File: src/rtl/striping_pkg.sv
// Package: striping_pkg
// Shared definitions for the striping demux and the lane-merge stage.
//   STRIPE_DW    default word width for both stages
//   state_e      demux pairing state (S_EVEN: waiting for even word, S_ODD: even word staged)
//   HOLD_CYCLES  number of clk_2f cycles a published pair stays valid
package striping_pkg;

  localparam int unsigned STRIPE_DW = 32;

  typedef enum logic {
    S_EVEN = 1'b0,
    S_ODD  = 1'b1
  } state_e;

  localparam int unsigned HOLD_CYCLES = 2;

  // Hold counter width; at least one bit even for tiny hold lengths.
  localparam int unsigned HOLD_W = (HOLD_CYCLES > 2) ? $clog2(HOLD_CYCLES) : 1;

  // Value loaded into the hold counter on a publish edge. The publish edge itself
  // is the first valid cycle, so the counter covers the remaining ones.
  function automatic logic [HOLD_W-1:0] hold_reload();
    return HOLD_W'(HOLD_CYCLES - 1);
  endfunction

endpackage

File: src/rtl/demux_striping.sv
// Module: demux_striping
// Splits one word stream at clk_2f into two lanes for the lane-merge stage.
// Even words go to lane_0, odd words to lane_1; each pair is published on both
// lanes on the same edge and held valid for HOLD_CYCLES cycles so the merge stage
// can read lane_0 then lane_1 on consecutive edges. An even word with no odd
// partner on the following cycle is flushed alone (valid_1 low).
//
// Ports:
//   clk_2f    in   double-rate clock
//   reset     in   asynchronous, active-high; clears all state
//   data_in   in   input word, sampled when valid_in=1
//   valid_in  in   data_in carries a word this cycle (no backpressure)
//   lane_0    out  even word of the current pair
//   lane_1    out  odd word of the current pair
//   valid_0   out  lane_0 holds a published word
//   valid_1   out  lane_1 holds a published word
//   parity_0  out  ^lane_0, only with STRIPE_PARITY_EN defined
//   parity_1  out  ^lane_1, only with STRIPE_PARITY_EN defined
//
// Configuration: define STRIPE_PARITY_EN to add the registered lane parity outputs.
module demux_striping
  import striping_pkg::*;
#(
  parameter int unsigned DATA_WIDTH = STRIPE_DW
) (
  input  logic                  clk_2f,
  input  logic                  reset,
  input  logic [DATA_WIDTH-1:0] data_in,
  input  logic                  valid_in,
  output logic [DATA_WIDTH-1:0] lane_0,
  output logic [DATA_WIDTH-1:0] lane_1,
  output logic                  valid_0,
`ifdef STRIPE_PARITY_EN
  output logic                  valid_1,
  output logic                  parity_0,
  output logic                  parity_1
`else
  output logic                  valid_1
`endif
);

  state_e                  state_q, state_d;
  logic [DATA_WIDTH-1:0]   stage_q, stage_d;
  logic [DATA_WIDTH-1:0]   lane0_q, lane0_d;
  logic [DATA_WIDTH-1:0]   lane1_q, lane1_d;
  logic                    valid0_q, valid0_d;
  logic                    valid1_q, valid1_d;
  logic [HOLD_W-1:0]       hold_q, hold_d;
  logic                    update;
`ifdef STRIPE_PARITY_EN
  logic                    parity0_q, parity0_d;
  logic                    parity1_q, parity1_d;
`endif

  // State register: FSM, stage, lanes and hold counter together.
  always_ff @(posedge clk_2f or posedge reset) begin
    if (reset) begin
      state_q   <= S_EVEN;
      stage_q   <= '0;
      lane0_q   <= '0;
      lane1_q   <= '0;
      valid0_q  <= 1'b0;
      valid1_q  <= 1'b0;
      hold_q    <= '0;
`ifdef STRIPE_PARITY_EN
      parity0_q <= 1'b0;
      parity1_q <= 1'b0;
`endif
    end else begin
      state_q   <= state_d;
      stage_q   <= stage_d;
      lane0_q   <= lane0_d;
      lane1_q   <= lane1_d;
      valid0_q  <= valid0_d;
      valid1_q  <= valid1_d;
      hold_q    <= hold_d;
`ifdef STRIPE_PARITY_EN
      parity0_q <= parity0_d;
      parity1_q <= parity1_d;
`endif
    end
  end

  // Every edge in S_ODD publishes: either a full pair or a lone even word.
  assign update = (state_q == S_ODD);

  // Next-state logic.
  always_comb begin
    state_d   = state_q;
    stage_d   = stage_q;
    lane0_d   = lane0_q;
    lane1_d   = lane1_q;
    valid0_d  = valid0_q;
    valid1_d  = valid1_q;
    hold_d    = hold_q;
`ifdef STRIPE_PARITY_EN
    parity0_d = parity0_q;
    parity1_d = parity1_q;
`endif

    unique case (state_q)
      S_EVEN: begin
        if (valid_in) begin
          stage_d = data_in;
          state_d = S_ODD;
        end
      end
      S_ODD: begin
        lane0_d  = stage_q;
        valid0_d = 1'b1;
        hold_d   = hold_reload();
        state_d  = S_EVEN;
`ifdef STRIPE_PARITY_EN
        parity0_d = ^stage_q;
`endif
        if (valid_in) begin
          lane1_d  = data_in;
          valid1_d = 1'b1;
`ifdef STRIPE_PARITY_EN
          parity1_d = ^data_in;
`endif
        end else begin
          // Partial flush: lane_1 keeps its old data but is no longer valid.
          valid1_d = 1'b0;
`ifdef STRIPE_PARITY_EN
          parity1_d = ^lane1_q;
`endif
        end
      end
    endcase

    // Hold expiry only on edges that do not publish; a publish always wins.
    if (!update) begin
      if (hold_q != '0) begin
        hold_d = hold_q - 1'b1;
      end else begin
        valid0_d = 1'b0;
        valid1_d = 1'b0;
      end
    end
  end

  // Outputs straight from registers.
  always_comb begin
    lane_0   = lane0_q;
    lane_1   = lane1_q;
    valid_0  = valid0_q;
    valid_1  = valid1_q;
`ifdef STRIPE_PARITY_EN
    parity_0 = parity0_q;
    parity_1 = parity1_q;
`endif
  end

endmodule
File: config.mk
export PLATFORM = sky130hd
export DESIGN_NAME = demux_striping
export DESIGN_NICKNAME = d
export VERILOG_FILES = /design/src/rtl/striping_pkg.sv /design/src/rtl/demux_striping.sv
export SDC_FILE = /design/constraint.sdc
export NUM_CORES = 1
export LEC_CHECK = 0
export CAP_MARGIN = 20
export CELL_PAD_IN_SITES_DETAIL_PLACEMENT = 0
export CELL_PAD_IN_SITES_GLOBAL_PLACEMENT = 1
export CORE_MARGIN = 2
export CORE_UTILIZATION = 36
export DETAILED_ROUTE_END_ITERATION = 12
export PLACE_DENSITY = 0.84
export SLEW_MARGIN = 30
export SYNTH_ARGS = -nofsm -noshare
export SYNTH_HDL_FRONTEND = slang
export SYNTH_SLANG_ARGS = --single-unit
File: constraint.sdc
create_clock -name clk_2f -period 3.3 [get_ports clk_2f]
set_input_delay 0.495 -clock clk_2f [delete_from_list [all_inputs] [get_ports clk_2f]]
set_output_delay 0.495 -clock clk_2f [all_outputs]
set_load 0.01 [all_outputs]
* Word-level counts from Yosys, hierarchy flattened
Cells that the tools add are included.
** Cells by class
- Add/sub/neg operators :: 1
- Multipliers :: 0
- Divide/modulo/power cells :: 0
- Order comparisons :: 0
- Eq/ne operators :: 0
- Shifts and indexed selects :: 0
- Multiplexer cells :: 11
- Bitwise operators :: 1
- Reduce and logical (&&, ||, !) cells :: 2
** Operators with widths (count)
- $mux W1 :: 10
- $reduce_and A2 Y1 :: 2
- $pmux W1 S2 :: 1
- $not A1 Y1 :: 1
- $sub A1 B1 Y1 const B :: 1
** Storage, ports and cells
- Register bits :: 100
- Latch bits :: 0
- Memory bits (writable) :: 0
- ROM bits :: 0
- Bits of input ports :: 35
- Output and inout port bits :: 66
- Word-level logic and storage cells :: 22
- Memories :: 0

* Depth between registers and ports, before layout
Gate-level depths: netlist (run 1).
- Depth in word-level cells :: 4
- Depth in mapped cells :: 5
- Gate-level depth less buffers :: 2

* Worst setup path before layout (run 1)
Ideal clock, no wire load.
- Path type :: input port to flip-flop
- From :: in valid_in
- To :: reg stage_q[10]
- Library setup time :: 125 ps
- Arrival time :: 1195 ps
- Data required time :: 3175 ps
- Path slack :: 1980 ps
- Stages :: 4
- Buffers on the path :: 2
- Path through :: nor2b_2 buf_6 buf_6 mux2_4
** On the way
- Word-level cells in the longest chain between the ends :: 1
** RTL lines
- from (decl) :: RTL line demux_striping.sv:29 : input logic valid_in,
- $reduce_and A2 Y1 (no line)
- to (signal assigned) :: RTL line demux_striping.sv:71 : stage_q <= stage_d;
- to (decl) :: RTL line demux_striping.sv:43 : logic [DATA_WIDTH-1:0] stage_q, stage_d;
Every way passes these cells.
A chain may end at the register's enable or synchronous reset.

* Worst setup path in the final report (run 1)
- From :: in valid_in
- To :: reg stage_q[29]
Same word-level chain as after synthesis.

==> impl_metrics.toml, run 1 <==
[worst_setup_path]
required_ns = 3.53
worstPathCellList = "clkdlybuf4s50_1 > nor2b_4 > buf_4 > mux2_2"
arrival_ns = 2.04
critical_path_class = "primary input to register"
cp_max_fo = 33
cp_top_family = "buffers and inverters"
crit_buf_inv = 2
reg2reg_depth = 2
cpPeakStageDelay_ns = 0.51
crit_cells = 4
crit_path_end_kind = "register"
crit_path_start_kind = "primary input"
crit_slowest_cell = "buf_4"

[yosys]
synth_seq_cells = 100
synth.distinct_cells = 12
synth_warnings = 0
synth_cells = 214
synth.area.top_cells = "dfrtp_1, mux2_2, mux2_4"
ys_seq_area_frac = 0.6523
synth_top_area_frac = 0.6523
synth.net_count = 249
syn-cell-area_sq_mm = 0.003836
synth_area_per_cell_sq_um = 17.93
yosys.area.top_type = "dfrtp_1"

[cts]
cts-resized-gates = 0
postCtsSetupBuffers = 0
cts_root_buffer = "clkbuf_8"
holdBufCountCts = 0
cts_max_path_buffers = 2
insertion_delay_ns = 0.35
cts_tree = "done"
clkTransAtPathRegs_ns = 0.09
cts_buffers = 9
clock-sinks = 100
htreeDepth = 3

[placement]
gp_congestion = 0.6934
dp_cells = 442
io_buffers = 100
dp_slack_ns = 1.106
placed_area_sq_mm = 0.004937
hpwlAfterDp_um = 4546

[layout]
num-fill-cells = 900
areaGrowthSynthToFinish_pct = 32.88
layout-drive-gt1-share = 0.3656
design_area_sq_mm = 0.005097
regArea_sq_mm = 0.002504
final_cells = 456
multi_input_area_sq_mm = 0.001226
diodes = 0
fin_nets = 352

[timing]
final_hold_viol_count = 0
fin_setup_tns_ns = 0
fin_worst_skew_ns = 0.009464
period_share = 0.5490
fmax_mhz = 552.0
slew_viol_final = 0
whs_ns = 0.4922
maxSlewHeadroom = 0.4613
worst_slack_ns = 1.488
rsz0062_at_grt = "false"
setup_violations = 0
min_period_ns = 1.812
worst_pin_slew_ns = 0.8052

[pwr]
p_clk_frac = 0.216
p_comb_frac = 0.268
switching_share = 0.2588
cellLeakagePower_nw = 2.170
p_sw_w = 0.0007920
p_int_w = 0.002268
vdd_drop_max_uv = 258.0
pwr-share-seq = 0.516
power_density_mw_per_mm2 = 600.4

[global_route]
grt_pass1_wl_um = 11380
grt_max_degree = 76
antenna_found_initial = 0
overflow = 0
grt_usage = 0.1282
first_global_vias = 2214

[route]
finalWirelength_um = 6811
dr.pass1.iters = 4
drc_errors = 0
drtAntennaViolNets = 0
drtIter0Drc = 54
via_per_inst = 4.605
post_drt_wl_per_cell_um = 14.94
vias = 2100

[worst_hold_path]
hold_path_class = "register to register"
hold_path_depth = 1

[run]
drv_cap = 0

[floorplanning]
die_area_sq_mm = 0.01150
core_region_area_sq_mm = 0.01032
dieWidth_um = 107.2
num_io_pins = 101
num_rows = 37
die_y_um = 107.2
start_util = 0.3716

[status]
outcome = "finished clean"
state kept, by name (all words and copies together) (netlist names):
register and cells:
hold_q 1, lane_0 32, lane_1 32, stage_q 32
state_q 1, valid_0 1, valid_1 1
stage by stage:
stage	utilization	power (W)
after global routing	0.4938	0.003245
after floorplan	-	0.001978
after detailed placement	0.4782	0.002440
after CTS	0.4935	0.003120
after global placement	0.4782	0.002416
final	0.4938	0.003060
cell usage after synthesis:
cell type  number
mux2_4         29
o21ai_0         1
inv_1           1
nand2_1         1
nand2_2         1
mux2_2         67
buf_2           3
nor2b_2         1
dfrtp_1       100
clkbuf_1        1
buf_6           8
a21o_1          1
cell type report:
cell class | instances | share of cell area
multi-input cells | 101 | 0.2406
inverters | 1 | 0.001718
well taps | 136 | 0.03338
flip-flops and latches | 100 | 0.4912
repair buffers | 104 | 0.2023
clock inverters | 4 | 0.005891
clock buffers | 10 | 0.02504
power groups by stage:
| stage | Sequential (W) | Combinational (W) | Clock [W] |
|---|---|---|---|
| after CTS | 0.00158 | 0.000837 | 0.000700 |
| after floorplan | 0.00167 | 0.000312 | 0 |
| after detailed placement | 0.00161 | 0.000834 | 0 |
| final | 0.00158 | 0.000821 | 0.000660 |
| after global placement | 0.00159 | 0.000821 | 0 |
| after global routing | 0.00162 | 0.000876 | 0.000753 |
placed cells by master, fill, tap and decap left out, drive strengths merged:
cell             n
clkdlybuf4s50  100
dfrtp          100
mux2            96
clkbuf          10
clkinvlp         4
buf              4
nand2            2
nor2b            1
o21ai            1
a21o             1
inv              1
worst register-to-register path: stages, from the launching register on:
cell     delay (ns)
dfrtp_2        0.60
nand2_2        0.56
mux2_2         0.48
cell families (layout without fill, tap and decap cells):
| group | after synthesis | count (layout) | synth area share |
|---|---|---|---|
| buffers and inverters | 13 | 119 | 0.02935 |
| AOI/OAI and AO/OA | 2 | 2 | 0.003261 |
| DFF | 100 | 100 | 0.6523 |
| and+or+nand+nor | 3 | 3 | 0.004893 |
| muxes | 96 | 96 | 0.3102 |
final timing paths:
check	slack [ns]	end	start
max	1.49	stage_q[29]	valid_in
min	0.49	valid_0	hold_q
max reg2reg	1.55	lane_1[10]	state_q
min reg2reg	0.49	valid_0	hold_q
max in group asynchronous	1.96	lane_0[22]	reset
min in group asynchronous	0.62	lane_1[24]	reset
metal layers:
layer / wire length (um) / global-route usage / vias up / part of all wire
met5: 0 / 0 / - / 0
met4: 51 / 0.05566 / 0 / 0.0075
met3: 381 / 0.03404 / 6 / 0.056
met2: 3260 / 0.1953 / 60 / 0.48
met1: 3118 / 0.1727 / 1084 / 0.46
li1: - / - / 950 / -
Note: power is estimated with default switching activity, not from simulation.
==> run 2, diff against run 1 <==
--- a/config.mk
+++ b/config.mk
@@ -9,9 +9,9 @@
 export CELL_PAD_IN_SITES_DETAIL_PLACEMENT = 0
 export CELL_PAD_IN_SITES_GLOBAL_PLACEMENT = 1
 export CORE_MARGIN = 2
-export CORE_UTILIZATION = 36
+export CORE_UTILIZATION = 40
 export DETAILED_ROUTE_END_ITERATION = 12
-export PLACE_DENSITY = 0.84
+export PLACE_DENSITY = 0.88
 export SLEW_MARGIN = 30
 export SYNTH_ARGS = -nofsm -noshare
 export SYNTH_HDL_FRONTEND = slang
==> constraint.sdc (replaced) <==
create_clock -name clk_2f -period 1.7 [get_ports clk_2f]
set_input_delay 0.255 -clock clk_2f [delete_from_list [all_inputs] [get_ports clk_2f]]
set_output_delay 0.255 -clock clk_2f [all_outputs]
set_load 0.01 [all_outputs]
==> impl_metrics.toml, run 2 (synthesis results as in run 1) <==
[cts]
holdBufCountCts = 0
cts-resized-gates = 0
cts_root_buffer = "clkbuf_8"
htreeDepth = 3
cts_buffers = 9
postCtsSetupBuffers = 0
cts_tree = "done"
clock-sinks = 100
cts_max_path_buffers = 2
insertion_delay_ns = 0.36
clkTransAtPathRegs_ns = 0.11

[global_route]
grt-busiest-layer = "met2"
overflow = 0
met2_usage = 0.2217
grt_pass1_wl_um = 11310
grtUsageMet1 = 0.1885
first_global_vias = 2245
grt_max_degree = 53
antenna_found_initial = 0
grt_util_met3 = 0.04925
grt_usage = 0.1410

[timing]
fin_setup_tns_ns = 0
rsz0062_at_grt = "false"
slew_viol_final = 0
period_share = 0.9099
maxSlewHeadroom = 0.8177
worst_pin_slew_ns = 0.2734
fin_worst_skew_ns = 0.01780
fmax_mhz = 646.5
setup_violations = 0
min_period_ns = 1.547
final_hold_viol_count = 0

[worst_setup_path]
r2r_end = "stage_q[9]"
crit_buf_inv = 1
cp_max_fo = 2
crit_path_start_kind = "register"
crit_slowest_cell = "clkdlybuf4s50_1"
arrival_ns = 1.29
reg2reg_depth = 3
worstPathCellList = "clkdlybuf4s50_1"
crit_path_end_kind = "primary output"
critical_path_class = "register to primary output"
r2r-start = "state_q"
cpPeakStageDelay_ns = 0.56
r2r_slack_ns = 0.33
cp_top_family = "buffers and inverters"
required_ns = 1.44

[status]
outcome = "finished clean"

[layout]
final_common_cell = "clkdlybuf4s50_1"
layout-drive-gt1-share = 0.3785
fin_nets = 355
multi_input_area_sq_mm = 0.001226
regArea_sq_mm = 0.002504
design_area_sq_mm = 0.005195
final_cell_mix = "clkdlybuf4s50_1, dfrtp_1, mux2_2"
areaGrowthSynthToFinish_pct = 35.42
diodes = 0
num-fill-cells = 762

[route]
drc_errors = 0
via_per_inst = 4.672
finalWirelength_um = 7022
post_drt_wl_per_cell_um = 15.47
drtIter0Drc = 29
vias = 2121
dr.pass1.iters = 4
drtAntennaViolNets = 0

[placement]
gp_congestion = 0.7152
hpwlAfterDp_um = 4896
io_buffers = 100
placed_area_sq_mm = 0.005015

[floorplanning]
die_y_um = 101.9
num_io_pins = 101
start_util = 0.4132
dieWidth_um = 101.9
num_rows = 35
core_region_area_sq_mm = 0.009284
die_area_sq_mm = 0.01039

[pwr]
cellLeakagePower_nw = 2.233
power_density_mw_per_mm2 = 1176
vdd_drop_max_uv = 507.9

[worst_hold_path]
hold_path_class = "primary input to asynchronous set/reset pin"

[run]
drv_cap = 0
run 2: changes by cell type in the layout (fill, tap and decap cells not counted), sizes merged:
cell / before / now
clkinv: 0 / 3
inv: 1 / 4
clkinvlp: 4 / 1
buf: 4 / 7
clkbuf: 10 / 9
run 2: metrics by stage:
step / power (W) / std cells / hold WS [ns] / util / worst slack (ns)
global placement: 0.004713 / 438 / 0.4569 / 0.5402 / 0.08724
detailed placement: 0.004769 / 438 / 0.4686 / 0.5402 / 0.05363
finish: 0.006111 / 454 / 0.3484 / 0.5596 / 0.1531
floorplan: 0.003841 / 214 / 0.4030 / - / 0.2554
CTS: 0.006189 / 454 / 0.3423 / 0.5596 / 0.1403
global route: 0.006455 / 454 / 0.3436 / 0.5596 / 0.08577
run 2: report_power, final:
group / leakage (nW) / switching, W / total [W] / internal [W]
combinational: 0.961 / 0.000553 / 0.00163 / 0.00108
clock: 0.0963 / 0.000858 / 0.00141 / 0.000557
sequential: 1.18 / 0.000235 / 0.00306 / 0.00283
run 2: cell type report:
cell class / count / area share
clock inverter: 7 / 0.01084
tap: 129 / 0.03107
sequential: 100 / 0.4819
inverter: 1 / 0.001445
clock buffer: 9 / 0.02384
multi-input combinational: 101 / 0.2360
timing repair buffer: 107 / 0.2148
run 2: worst max-delay path by stage:
stage | start | to | slack (ns) | cells after the start
after global placement | valid_in | stage_q[10] | 0.09 | 4
final | lane_1[12] | lane_1[12] | 0.15 | 1
after floorplan | reset | hold_q | 0.26 | 1
after CTS | lane_1[12] | lane_1[12] | 0.14 | 1
after detailed placement | valid_in | stage_q[20] | 0.05 | 4
after global routing | lane_1[12] | lane_1[12] | 0.09 | 1
run 2: routing by layer:
metal,part of all wire,vias up
li1,-,959
met1,0.45,1091
met2,0.48,64
met3,0.061,7
met4,0.0090,0
met5,0,-
